File: config.mk
export PLATFORM = sky130hd
export DESIGN_NAME = seg7_multi_driver_flat
export DESIGN_NICKNAME = d
export VERILOG_FILES = /design/src/rtl/seg7_multi_driver_if.sv /design/src/rtl/seg7_multi_driver.sv /design/src/flat_wrapper.sv
export SDC_FILE = /design/constraint.sdc
export NUM_CORES = 1
export LEC_CHECK = 0
export BUFFER_PORTS_ARGS = -buffer_cell sky130_fd_sc_hd__buf_2
export CAP_MARGIN = 20
export CORE_MARGIN = 5
export CORE_UTILIZATION = 45
export DETAILED_ROUTE_END_ITERATION = 6
export PLACE_DENSITY_LB_ADDON = 0.05
export SYNTH_ARGS = -nofsm -noshare
export SYNTH_HDL_FRONTEND = slang
export SYNTH_SLANG_ARGS = --single-unit
File: constraint.sdc
create_clock -name CLK -period 2.7 [get_ports CLK]
set_input_delay 0.135 -clock CLK [delete_from_list [all_inputs] [get_ports CLK]]
set_output_delay 0.135 -clock CLK [all_outputs]
set_load 0.005 [all_outputs]
File: src/rtl/seg7_multi_driver_if.sv
// Bus bundle for seg7_multi_driver: load-side controls and registered display outputs.
// The driver module takes the slave modport; the producing logic or testbench takes the master modport.
interface seg7_multi_driver_if #(
  parameter int NUM_DIGITS = 4
);
  logic                    LOAD;
  logic [4*NUM_DIGITS-1:0] VALUE;
  logic [NUM_DIGITS-1:0]   DIG_EN;
  logic [NUM_DIGITS-1:0]   BLINK_EN;
  logic [NUM_DIGITS-1:0]   DP_IN;
  logic [7*NUM_DIGITS-1:0] SEGS;
  logic [NUM_DIGITS-1:0]   DP;
  logic                    BLINK_PHASE;

  modport master (
    output LOAD, VALUE, DIG_EN, BLINK_EN, DP_IN,
    input  SEGS, DP, BLINK_PHASE
  );

  modport slave (
    input  LOAD, VALUE, DIG_EN, BLINK_EN, DP_IN,
    output SEGS, DP, BLINK_PHASE
  );
endinterface

File: src/rtl/seg7_multi_driver.sv
// Registered multi-digit hex 7-segment driver with per-digit enable, blink and DP.
// Optional leading-zero blanking is compiled in when SEG7_LZB_EN is defined.
module seg7_multi_driver #(
  parameter int NUM_DIGITS = 4,
  parameter int BLINK_DIV  = 25000000,
  parameter bit ACTIVE_LOW = 1'b1
) (
  input  logic                  CLK,
  input  logic                  RST,
  seg7_multi_driver_if.slave    bus
);

  localparam int CW = $clog2(BLINK_DIV);
  localparam logic [CW-1:0] CNT_MAX = CW'(BLINK_DIV - 1);
  localparam logic [7*NUM_DIGITS-1:0] SEG_BLANK = ACTIVE_LOW ? '1 : '0;
  localparam logic [NUM_DIGITS-1:0]   DP_BLANK  = ACTIVE_LOW ? '1 : '0;

  function automatic logic [6:0] hex_decode(input logic [3:0] nib);
    logic [6:0] pat;
    case (nib)
      4'h0: pat = 7'h3F;
      4'h1: pat = 7'h06;
      4'h2: pat = 7'h5B;
      4'h3: pat = 7'h4F;
      4'h4: pat = 7'h66;
      4'h5: pat = 7'h6D;
      4'h6: pat = 7'h7D;
      4'h7: pat = 7'h07;
      4'h8: pat = 7'h7F;
      4'h9: pat = 7'h6F;
      4'hA: pat = 7'h77;
      4'hB: pat = 7'h7C;
      4'hC: pat = 7'h39;
      4'hD: pat = 7'h5E;
      4'hE: pat = 7'h79;
      default: pat = 7'h71;
    endcase
    return pat;
  endfunction

  logic [4*NUM_DIGITS-1:0] value_q, value_d;
  logic [NUM_DIGITS-1:0]   dig_en_q, dig_en_d;
  logic [NUM_DIGITS-1:0]   blink_en_q, blink_en_d;
  logic [NUM_DIGITS-1:0]   dp_q, dp_d;
  logic [CW-1:0]           cnt_q, cnt_d;
  logic                    phase_q, phase_d;
  logic [7*NUM_DIGITS-1:0] segs_q, segs_d;
  logic [NUM_DIGITS-1:0]   dp_out_q, dp_out_d;

  logic [NUM_DIGITS-1:0]   supp;

  // Shadow registers and blink timebase
  always_comb begin
    value_d    = value_q;
    dig_en_d   = dig_en_q;
    blink_en_d = blink_en_q;
    dp_d       = dp_q;
    cnt_d      = cnt_q + CW'(1);
    phase_d    = phase_q;
    if (cnt_q == CNT_MAX) begin
      cnt_d   = '0;
      phase_d = ~phase_q;
    end
    if (bus.LOAD) begin
      value_d    = bus.VALUE;
      dig_en_d   = bus.DIG_EN;
      blink_en_d = bus.BLINK_EN;
      dp_d       = bus.DP_IN;
      // A newly blinking digit must start in its visible half; this also overrides a wrap.
      if (|bus.BLINK_EN) begin
        cnt_d   = '0;
        phase_d = 1'b0;
      end
    end
  end

`ifdef SEG7_LZB_EN
  always_comb begin
    logic run;
    supp = '0;
    run  = 1'b1;
    for (int i = NUM_DIGITS - 1; i >= 1; i--) begin
      run     = run && (value_q[4*i +: 4] == 4'h0) && !dp_q[i];
      supp[i] = run;
    end
  end
`else
  assign supp = '0;
`endif

  wire [6:0] pat_w [NUM_DIGITS];
  wire       dpl_w [NUM_DIGITS];

  generate
    for (genvar gi = 0; gi < NUM_DIGITS; gi++) begin : g_digit
      wire lit = dig_en_q[gi] && !(blink_en_q[gi] && phase_q) && !supp[gi];
      assign pat_w[gi] = lit ? hex_decode(value_q[4*gi +: 4]) : 7'h00;
      assign dpl_w[gi] = lit && dp_q[gi];
    end
  endgenerate

  // Polarity is applied ahead of the output register so pins never glitch.
  always_comb begin
    segs_d   = '0;
    dp_out_d = '0;
    for (int i = 0; i < NUM_DIGITS; i++) begin
      segs_d[7*i +: 7] = ACTIVE_LOW ? ~pat_w[i] : pat_w[i];
      dp_out_d[i]      = ACTIVE_LOW ? ~dpl_w[i] : dpl_w[i];
    end
  end

  always_ff @(posedge CLK or posedge RST) begin
    if (RST) begin
      value_q    <= '0;
      dig_en_q   <= '0;
      blink_en_q <= '0;
      dp_q       <= '0;
      cnt_q      <= '0;
      phase_q    <= 1'b0;
      segs_q     <= SEG_BLANK;
      dp_out_q   <= DP_BLANK;
    end else begin
      value_q    <= value_d;
      dig_en_q   <= dig_en_d;
      blink_en_q <= blink_en_d;
      dp_q       <= dp_d;
      cnt_q      <= cnt_d;
      phase_q    <= phase_d;
      segs_q     <= segs_d;
      dp_out_q   <= dp_out_d;
    end
  end

  assign bus.SEGS        = segs_q;
  assign bus.DP          = dp_out_q;
  assign bus.BLINK_PHASE = phase_q;

endmodule

File: src/flat_wrapper.sv
// flat-port wrapper written by rule: the top's interface ports become plain ports
module seg7_multi_driver_flat 
#(
  parameter int NUM_DIGITS = 4,
  parameter int BLINK_DIV  = 25000000,
  parameter bit ACTIVE_LOW = 1'b1
)
  (CLK, RST, bus_LOAD, bus_VALUE, bus_DIG_EN, bus_BLINK_EN, bus_DP_IN, bus_SEGS, bus_DP, bus_BLINK_PHASE);
  seg7_multi_driver_if #(.NUM_DIGITS(NUM_DIGITS)) bus_i ();
  input  logic CLK;
  input  logic RST;
  input wire logic [$bits(bus_i.LOAD)-1:0] bus_LOAD;
  input wire logic [$bits(bus_i.VALUE)-1:0] bus_VALUE;
  input wire logic [$bits(bus_i.DIG_EN)-1:0] bus_DIG_EN;
  input wire logic [$bits(bus_i.BLINK_EN)-1:0] bus_BLINK_EN;
  input wire logic [$bits(bus_i.DP_IN)-1:0] bus_DP_IN;
  output wire logic [$bits(bus_i.SEGS)-1:0] bus_SEGS;
  output wire logic [$bits(bus_i.DP)-1:0] bus_DP;
  output wire logic [$bits(bus_i.BLINK_PHASE)-1:0] bus_BLINK_PHASE;
  assign bus_i.LOAD = bus_LOAD;
  assign bus_i.VALUE = bus_VALUE;
  assign bus_i.DIG_EN = bus_DIG_EN;
  assign bus_i.BLINK_EN = bus_BLINK_EN;
  assign bus_i.DP_IN = bus_DP_IN;
  assign bus_SEGS = bus_i.SEGS;
  assign bus_DP = bus_i.DP;
  assign bus_BLINK_PHASE = bus_i.BLINK_PHASE;
  seg7_multi_driver #(.NUM_DIGITS(NUM_DIGITS), .BLINK_DIV(BLINK_DIV), .ACTIVE_LOW(ACTIVE_LOW)) u_core (.CLK(CLK), .RST(RST), .bus(bus_i));
endmodule
==> qor.yml <==
outcome:
  outcome: "completed"
sta:
  fmax_mhz: 521
  grt_setup_unrepaired: "no"
  hold_violations: 0
  finalMaxSlewViolations: 0
  post-route-period-util_pct: 71.1
  setup_tns_ps: 0
  setup_viol: 0
  slew_headroom_pct: 50.0
  finClkSkew_ps: 8.96
  worst_slew_pin_slew_ps: 749
  finalCriticalPeriod_ps: 1920
clock_tree:
  cts_tree: "yes"
  cts.sinks: 86
  cts.reportedPaths.clkPinSlew_ps: 90
  worst_skew_pair.late_latency_ps: 350
  cts_setup_buffers: 0
  cts_buffers: 9
  clk_path_buf_depth: 2
  h-tree-depth: 3
  cts-root-buf: "clkbuf_8"
final_layout:
  utilization_pct: 54.4
  syn2layout_area_growth_pct: 18.8
  n_antenna_cell: 0
  drive_gt1_share_pct: 29.7
  final_nets: 511
  fillCellCount: 809
die:
  die_h_um: 107
  core-area_mm2: 0.00920
  dieArea_mm2: 0.0114
  rows: 35
  start_util_pct: 45.8
  io_pins: 64
  fp.dieW_um: 107
routing:
  first_iter_violations: 91
  viasPerCell: 5.36
  vias: 3084
  ant_nets: 0
  wl_um: 8970
  wire_per_inst_um: 15.6
  drc: 0
  drtPass1Iterations: 4
global_route:
  grt_use_total_pct: 16.5
  grt_pass1_vias: 3113
  grt_pass1_wl_um: 15000
  overflow: 0
  grt_antenna_before_repair: 0
  grt_max_degree: 41
worst_setup_path:
  worst-path-buf-inv: 1
  crit_family: "simple AND/OR/NAND/NOR gates"
  start_kind: "flip-flop"
  cpMaxStageDelayCell: "and4_1"
  timing.rr.end: "u_core.cnt_q[24]"
  worstSetupEndpointType: "flip-flop"
  crit_type: "reg -> reg"
  required_ps: 2920
  arrival_ps: 2150
  r2r_cells: 5
  cp_cell_sequence: "and4_1, nand4_1, o21ai_2, buf_4, a21oi_1"
  cp_max_fo: 18
  r2r-start: "u_core.cnt_q[2]"
  rrSetupSlack_ps: 780
  crit_cells: 5
  critical_path.startpoint: "u_core.cnt_q[2]"
  cp-endpoint: "u_core.cnt_q[24]"
  crit_path_max_incr_delay_ps: 450
synthesis:
  synthTopCellsByArea: "dfrtp_1 32%, dfstp_2 20%, ha_1 6.2%"
  synth_xor_xnor_area_share_pct: 2.08
  avgSynthCellArea_um2: 11.1
  synthArstFlopShare_pct: 100
  synth_cells: 381
  synth_most_common_cell: "dfrtp_1"
  ys_seq_area_share_pct: 52.0
  synth_compound_area_share_pct: 14.0
  yosys_register_bits: 86
  synthDistinctLibCells: 41
  yosysTopAreaCell: "dfrtp_1"
  ys_top_cells_by_count: "54 x dfrtp_1, 32 x dfstp_2, 28 x o21ai_0, 26 x nand2_1"
  synth_nets: 433
  synthAdderAreaFrac_pct: 6.24
  synth_area_mm2: 0.00421
  synthSimpleGateAreaFrac_pct: 15.9
  ys_warn_count: 0
  synth_mux_area_share_pct: 6.18
  synthFlopType: "dfrtp_1"
  yosysTopAreaCellShare_pct: 32.1
  synth_top_family_by_area: "simple AND/OR/NAND/NOR gates"
  synth_edf_count: 0
placement:
  dp_hpwl_um: 6350
  port_buffers: 63
  routabilityCongestion: 0.784
run:
  cap_violations: 0
power:
  finalPower_mw: 2.99
  leakage_nw: 2.16
  power_density_mw_per_mm2: 597
  ir_worst_vdd_mv: 0.292
worst_hold_path:
  worstHoldStart: "bus_VALUE[15]"
  hp-class: "in -> reg"
area by class of cell:
cell class | instances | area, µm² | area share, %
well taps | 111 | 139 | 2.77
clock inverters | 5 | 81.3 | 1.63
clock buffers | 11 | 151 | 3.02
repair buffers | 83 | 505 | 10.1
multi-input cells | 263 | 1870 | 37.5
inverters | 16 | 61.3 | 1.22
flip-flops and latches | 86 | 2190 | 43.8
worst register-to-register path: stages, from the launching register on:
cell and delay (ps):
dfrtp_1 430, and4_1 450, nand4_1 200, o21ai_2 340, buf_4 310, a21oi_1 80
where the power goes:
group / total [mW] / switching (mW) / internal [mW] / leakage [nW]
sequential: 1.52 / 0.0765 / 1.45 / 1.03
combinational: 0.437 / 0.229 / 0.208 / 1.02
clock: 1.02 / 0.453 / 0.572 / 0.116
total: 2.99 / 0.758 / 2.23 / 2.16
worst min path at each step:
| stage | end | cells after the start | slack, ps |
|---|---|---|---|
| 2_1_floorplan | u_core.value_q[0] | 2 | 260 |
| 3_3_place_gp | u_core.dp_q[3] | 2 | 200 |
| 3_5_place_dp | u_core.dp_q[3] | 2 | 210 |
| 4_1_cts | u_core.value_q[7] | 2 | 2 |
| 5_1_grt | u_core.dp_q[1] | 2 | 2 |
| 6_report | u_core.value_q[15] | 2 | 20 |
per-stage QoR:
step / cell area [µm²] / worst slack (ps) / hold WS [ps] / instances
after detailed placement: 4610 / 777 / 206 / 543
after CTS: 4970 / 756 / 2.26 / 572
after global placement: 4610 / 834 / 201 / 543
after floorplan: 4210 / 396 / 256 / 381
final: 5000 / 779 / 18.6 / 575
after global routing: 5000 / 597 / 2.17 / 575
flip-flops by register name, indices dropped and copies added, names as in the netlist:
| signal | flops |
|---|---|
| u_core.cnt_q | 25 |
| u_core.value_q | 16 |
| u_core.bus.BLINK_PHASE | 1 |
| u_core.bus.SEGS | 28 |
| u_core.dp_q | 4 |
| u_core.bus.DP | 4 |
| u_core.dig_en_q | 4 |
| u_core.blink_en_q | 4 |
per-layer routing:
layer  vias to the layer above  GRT usage [%]  part of all wire, %
met5                         -              0                    0
li1                       1532              -                    -
met2                        76           26.4                   47
met3                        15           3.43                  4.5
met4                         0           6.21                  2.1
met1                      1461           22.1                   47
repair_timing:
item / in CTS / in global routing
endpoints found under the hold margin: 36 / 3
hold buffers: 13 / 3
gates resized for setup: 0 / 0
cell families (layout without fill, tap and decap cells):
group           Yosys count  count (layout)
compound gates           90              90
xor+xnor                 10              10
fa+ha+maj                21              21
buf+inv                  32             115
flops                    86              86
mux                      24              24
simple gates            118             118
layout by cell type, fill, tap and decap left out, types with 11 or more instances in the layout:
| cell type | count |
|---|---|
| inv_1 | 15 |
| dlygate4sd3_1 | 16 |
| nor2_1 | 21 |
| nand2_1 | 26 |
| o211ai_1 | 12 |
| a21oi_1 | 13 |
| buf_2 | 63 |
| nand3_1 | 16 |
| dfstp_2 | 32 |
| ha_1 | 21 |
| mux2_2 | 16 |
| clkbuf_8 | 11 |
| o21ai_0 | 28 |
| dfrtp_1 | 54 |
(Power assumes the default switching activity.)
